$ cat config.mk
export PLATFORM = sky130hd
export DESIGN_NAME = ysyx_25060170_fetch_seq
export DESIGN_NICKNAME = d
export VERILOG_FILES = /design/src/rtl/ysyx_25060170_fetch_seq.sv
export SDC_FILE = /design/constraint.sdc
export NUM_CORES = 1
export LEC_CHECK = 0
export ABC_CLOCK_PERIOD_IN_PS = 5550
export CAP_MARGIN = 40
export CORE_MARGIN = 2
export CORE_UTILIZATION = 45
export DETAILED_ROUTE_END_ITERATION = 16
export GPL_ROUTABILITY_DRIVEN = 0
export GPL_TIMING_DRIVEN = 1
export PLACE_DENSITY = 0.87
export SETUP_SLACK_MARGIN = 0.3
export SLEW_MARGIN = 0
export SYNTH_ARGS = -nofsm -noshare
export SYNTH_HDL_FRONTEND = slang
export SYNTH_SLANG_ARGS = --single-unit
$ cat constraint.sdc
create_clock -name clk -period 5.55 [get_ports clk]
set_input_delay 0.8325 -clock clk [delete_from_list [all_inputs] [get_ports clk]]
set_output_delay 0.8325 -clock clk [all_outputs]
set_load 0.02 [all_outputs]
$ cat src/rtl/ysyx_25060170_fetch_seq.sv
// Fetch sequencer: owns the architectural PC, issues one instruction-memory request at a time,
// buffers the fetched instruction for decode and squashes wrong-path responses after redirects.
`timescale 1ns/1ps
module ysyx_25060170_fetch_seq #(
    parameter int              PC_W     = 32,
    parameter int              INST_W   = 32,
    parameter logic [PC_W-1:0] RESET_PC = 32'h8000_0000
) (
    input  logic              clk,
    input  logic              rst,
    input  logic              id_pc_jump,
    input  logic [PC_W-1:0]   id_pc_i,
    input  logic              ie_pc_jump,
    input  logic [PC_W-1:0]   ie_pc_i,
    input  logic              ls_pc_jump,
    input  logic [PC_W-1:0]   ls_pc_i,
    input  logic              id_ready,
    input  logic              id_stall,
    output logic              imem_req_valid,
    input  logic              imem_req_ready,
    output logic [PC_W-1:0]   imem_req_addr,
    input  logic              imem_rsp_valid,
    output logic              imem_rsp_ready,
    input  logic [INST_W-1:0] imem_rsp_inst,
    output logic              if_valid,
    output logic [PC_W-1:0]   if_pc,
    output logic [INST_W-1:0] if_inst
);

    typedef enum logic [1:0] {
        IDLE = 2'd0,
        REQ  = 2'd1,
        WAIT = 2'd2,
        HOLD = 2'd3
    } state_t;

    state_t              state_q, state_d;
    logic [PC_W-1:0]     pc_q, pc_d;
    logic                discard_q, discard_d;
    logic [PC_W-1:0]     if_pc_q, if_pc_d;
    logic [INST_W-1:0]   if_inst_q, if_inst_d;

    logic                redirect;
    logic [PC_W-1:0]     target;

    // A stalled decode cannot redirect, but later stages always can.
    assign redirect = ls_pc_jump | ie_pc_jump | (id_pc_jump & ~id_stall);
    assign target   = ls_pc_jump ? ls_pc_i : (ie_pc_jump ? ie_pc_i : id_pc_i);

    assign imem_req_valid = (state_q == REQ);
    assign imem_req_addr  = pc_q;
    assign imem_rsp_ready = (state_q == WAIT);
    assign if_valid       = (state_q == HOLD) & ~redirect;
    assign if_pc          = if_pc_q;
    assign if_inst        = if_inst_q;

    always_comb begin
        state_d   = state_q;
        pc_d      = pc_q;
        discard_d = discard_q;
        if_pc_d   = if_pc_q;
        if_inst_d = if_inst_q;
        case (state_q)
            IDLE: begin
                pc_d    = redirect ? target : pc_q;
                state_d = REQ;
            end
            REQ: begin
                if (imem_req_ready) begin
                    state_d = WAIT;
                end
                // The request already on the bus stays; its response is dropped later.
                if (redirect) begin
                    pc_d      = target;
                    discard_d = 1'b1;
                end
            end
            WAIT: begin
                if (imem_rsp_valid) begin
                    if (discard_q | redirect) begin
                        discard_d = 1'b0;
                        pc_d      = redirect ? target : pc_q;
                        state_d   = REQ;
                    end else begin
                        if_inst_d = imem_rsp_inst;
                        if_pc_d   = pc_q;
                        pc_d      = pc_q + PC_W'(4);
                        state_d   = HOLD;
                    end
                end else if (redirect) begin
                    pc_d      = target;
                    discard_d = 1'b1;
                end
            end
            HOLD: begin
                if (redirect) begin
                    pc_d    = target;
                    state_d = REQ;
                end else if (id_ready & ~id_stall) begin
                    state_d = REQ;
                end
            end
            default: state_d = IDLE;
        endcase
    end

    always_ff @(posedge clk or posedge rst) begin
        if (rst) begin
            state_q   <= IDLE;
            pc_q      <= RESET_PC;
            discard_q <= 1'b0;
            if_pc_q   <= '0;
            if_inst_q <= '0;
        end else begin
            state_q   <= state_d;
            pc_q      <= pc_d;
            discard_q <= discard_d;
            if_pc_q   <= if_pc_d;
            if_inst_q <= if_inst_d;
        end
    end

endmodule

==> impl_metrics.csv <==
group,metric,value,unit
floorplanning,initial_core_util,46.20,%
timing,fmax,0.2596,GHz
logic_synthesis,yosysWarnings,0,
layout,fill_cells,791,
timing,holdWs,492.1,ps
timing,rsz0062_at_grt,"false",
logic_synthesis,synth_xor_area_share,5.071,%
layout,multiInputGateArea,2361,sq um
setup_path,r2r_cells,7,
grt,first_global_vias,4241,
drt,drt-initial-drc-count,155,
grt,grt-ovfl-total,0,
cts,cts_resized,0,
timing,hold_viol,0,
cts,ctsHoldBuffers,0,
setup_path,required,4720,ps
worst_hold_path,hold_class,"flop to flop",
power,p_per_area,264.1,nW/um^2
floorplanning,io_pins,236,
drt,drt-total-wl,13.94,mm
logic_synthesis,synth-seq-area-share,49.49,%
setup_path,path_class,"primary input to output port",
cts,postCtsSetupRepairBufs,0,
timing,drv_slew,0,
cts,cts_root_buf,"clkbuf_8",
timing,worstMarginPinSlew,837.4,ps
timing,finalCriticalPeriod,3852,ps
cts,clock_latency,360,ps
layout,syn_to_final_growth,53.48,%
logic_synthesis,netlist-cell-type-count,38,
drt,vias,4277,
timing,relSlewSlack,43.87,%
setup_path,crit_start,"id_stall",
cts,cts_sinks,99,
timing,fin_tns_setup,0,ps
layout,regArea,2479,sq um
power,power_leakage,3.337,nW
cts,h-tree-depth,3,
setup_path,path_max_fanout,67,
setup_path,rrSetupSlack,3230,ps
logic_synthesis,syn_avg_cell_area,11.54,sq um
setup_path,critPathCaptureType,"output port",
placed_design,placed_area,7475,sq um
grt,grt_pass1_wl,21.09,mm
worst_hold_path,min_delay_path_depth,1,
setup_path,startpoint_type,"primary input",
floorplanning,die-area,11990,sq um
logic_synthesis,synthMuxAreaShare,21.21,%
logic_synthesis,synthAdderAreaFrac,1.499,%
grt,grt_usage,22.73,%
cts,clock_path_buffers,2,
placed_design,hpwl,10.69,mm
layout,diodes,0,
logic_synthesis,synth_top_cell_area_share,48.96,%
logic_synthesis,syn_nets,577,
logic_synthesis,synthCells,434,
grt,grt_max_degree,69,
floorplanning,die_w,109.5,um
setup_path,timing.rr.end,"imem_req_addr[19]",
grt,antenna_found_initial,0,
run,cap_violations,0,
timing,fin_skew,8.587,ps
layout,drive_gt1_share,11.73,%
setup_path,r2r_start,"state_q[0]",
logic_synthesis,synth-simple-area-share,10.09,%
logic_synthesis,synth_top_family_by_area,"multiplexers",
layout,nNetsFinal,804,
floorplanning,core-area,10840,sq um
drt,drtPass1Iterations,4,
placed_design,dpl_worst_slack,1703,ps
floorplanning,die_height,109.5,um
logic_synthesis,post-synth-top-area-cell,"dfrtp_1",
placed_design,io_buffers,235,
layout,stdcell_area,7687,sq um
logic_synthesis,synth.area.top_cells,"dfrtp_1, mux2_2, mux2i_1, a211oi_1, mux2_1",
drt,vias_per_cell,5.313,
power,p_total,2.030,mW
timing,fin_crit_sh,69.41,%
drt,wl_per_cell,17.31,um
logic_synthesis,synth_compound_area_share,8.918,%
logic_synthesis,ys_seq_elements,99,
power,ir_drop,0.1650,mV
run_status,status,"complete, no violations",
worst_hold_path,hold_end,"if_inst[31]",
cts,numCtsBuffers,9,
cts,path_clk_slew,100,ps
drt,drc,0,
timing,setup_viol,0,
timing,layout_setup_ws,1698,ps
drt,drtAntennaViolNets,0,
cts,cts_tree,"yes",
logic_synthesis,syn_area,5009,sq um
floorplanning,rows,38,
worst_hold_path,min-delay-start,"if_inst[31]",
setup_path,cp_data_arrival_time,3020,ps
-- state kept, by name, indices dropped and copies added, names as in the netlist --
name and cells:
discard_q 1, if_inst 32, if_pc 32, imem_req_addr 32, state_q 2
-- cell usage after synthesis --
| cell type | instances |
|---|---|
| a211o_1 | 1 |
| a211oi_1 | 31 |
| a21oi_1 | 29 |
| a21oi_2 | 2 |
| a31oi_1 | 1 |
| and2_1 | 3 |
| and3_1 | 4 |
| and3b_1 | 1 |
| buf_1 | 4 |
| buf_2 | 8 |
| buf_6 | 6 |
| clkbuf_1 | 7 |
| dfrtp_1 | 98 |
| dfstp_2 | 1 |
| ha_1 | 6 |
| inv_1 | 10 |
| mux2_1 | 20 |
| mux2_2 | 45 |
| mux2i_1 | 33 |
| nand2_1 | 13 |
| nand2b_1 | 1 |
| nand3_1 | 14 |
| nand3b_1 | 1 |
| nand4_1 | 12 |
| nand4_2 | 1 |
| nand4b_1 | 1 |
| nor2_1 | 39 |
| nor3_1 | 3 |
| nor3_4 | 1 |
| nor3b_2 | 1 |
| nor4_1 | 2 |
| nor4_4 | 1 |
| o21ai_0 | 2 |
| o221ai_1 | 1 |
| o22a_1 | 1 |
| o31a_1 | 1 |
| xnor2_1 | 8 |
| xor2_1 | 21 |
-- cells in the final DEF (no fill, tap or decap), types with 2 or more instances in the layout --
cell type and count:
ha_1 6, a211oi_1 30, a21oi_2 2, mux2_1 20
bufinv_16 2, o21ai_0 2, and3_1 4, mux2_2 45
buf_4 4, nand3_1 14, a21oi_1 29, and2_1 3
nand4_1 12, nand2_1 13, clkdlybuf4s50_1 233, xnor2_1 8
xor2_1 21, clkinvlp_4 2, buf_2 2, nor2_1 39
nor4_1 2, inv_1 9, clkbuf_8 9, nor3_1 2
mux2i_1 33, dfrtp_1 98
-- report_power, final --
group	leakage, nW	switching [mW]	total [mW]	internal, mW
Clock	0.102	0.251	0.503	0.252
Sequential	1.30	0.0812	0.891	0.810
Combinational	1.94	0.291	0.636	0.344
Total	3.34	0.623	2.03	1.41
-- per-stage QoR --
stage                     util [%]  cells
final                        70.91    805
after global routing         70.91    805
after CTS                    70.91    805
after detailed placement     68.95    790
after global placement       68.51    788
after floorplan                  -    434
-- cells by family (layout without fill, tap and decap cells) --
group                      Yosys count  count (layout)
buffers and inverters               35             266
xor gates and xnor gates            29              29
muxes                               98              98
adders and majority gates            6               6
and+or+nand+nor                     98              98
DFF                                 99              99
AOI/OAI and AO/OA                   69              69
-- final cells by class --
cell class              instances  area share [%]
clock buffers                   9           1.611
clock inverters                 6           1.156
repair buffers                241           31.48
well taps                     140           2.279
flip-flops and latches         99           32.24
multi-input cells             300           30.71
inverters                      10          0.5208
-- routing by layer --
metal | wire (um) | up-vias | GRT usage (%)
met4 | 213 | 0 | 6.058
li1 | - | 2022 | -
met3 | 1085 | 19 | 5.453
met2 | 7044 | 168 | 41.01
met5 | 0 | - | 0
met1 | 5594 | 2068 | 27.02
-- how the worst max path moves through the flow --
stage,end
after detailed placement,if_valid
after floorplan,discard_q
after global routing,if_valid
final,if_valid
after global placement,if_valid
after CTS,if_valid
-- worst max-delay path, cell delays in order --
cell and delay, ps:
clkdlybuf4s50_1 460, inv_1 80, a211oi_4 230, buf_4 580
and2_1 230, clkdlybuf4s50_1 600
Note: power is estimated with default switching activity, not from simulation.
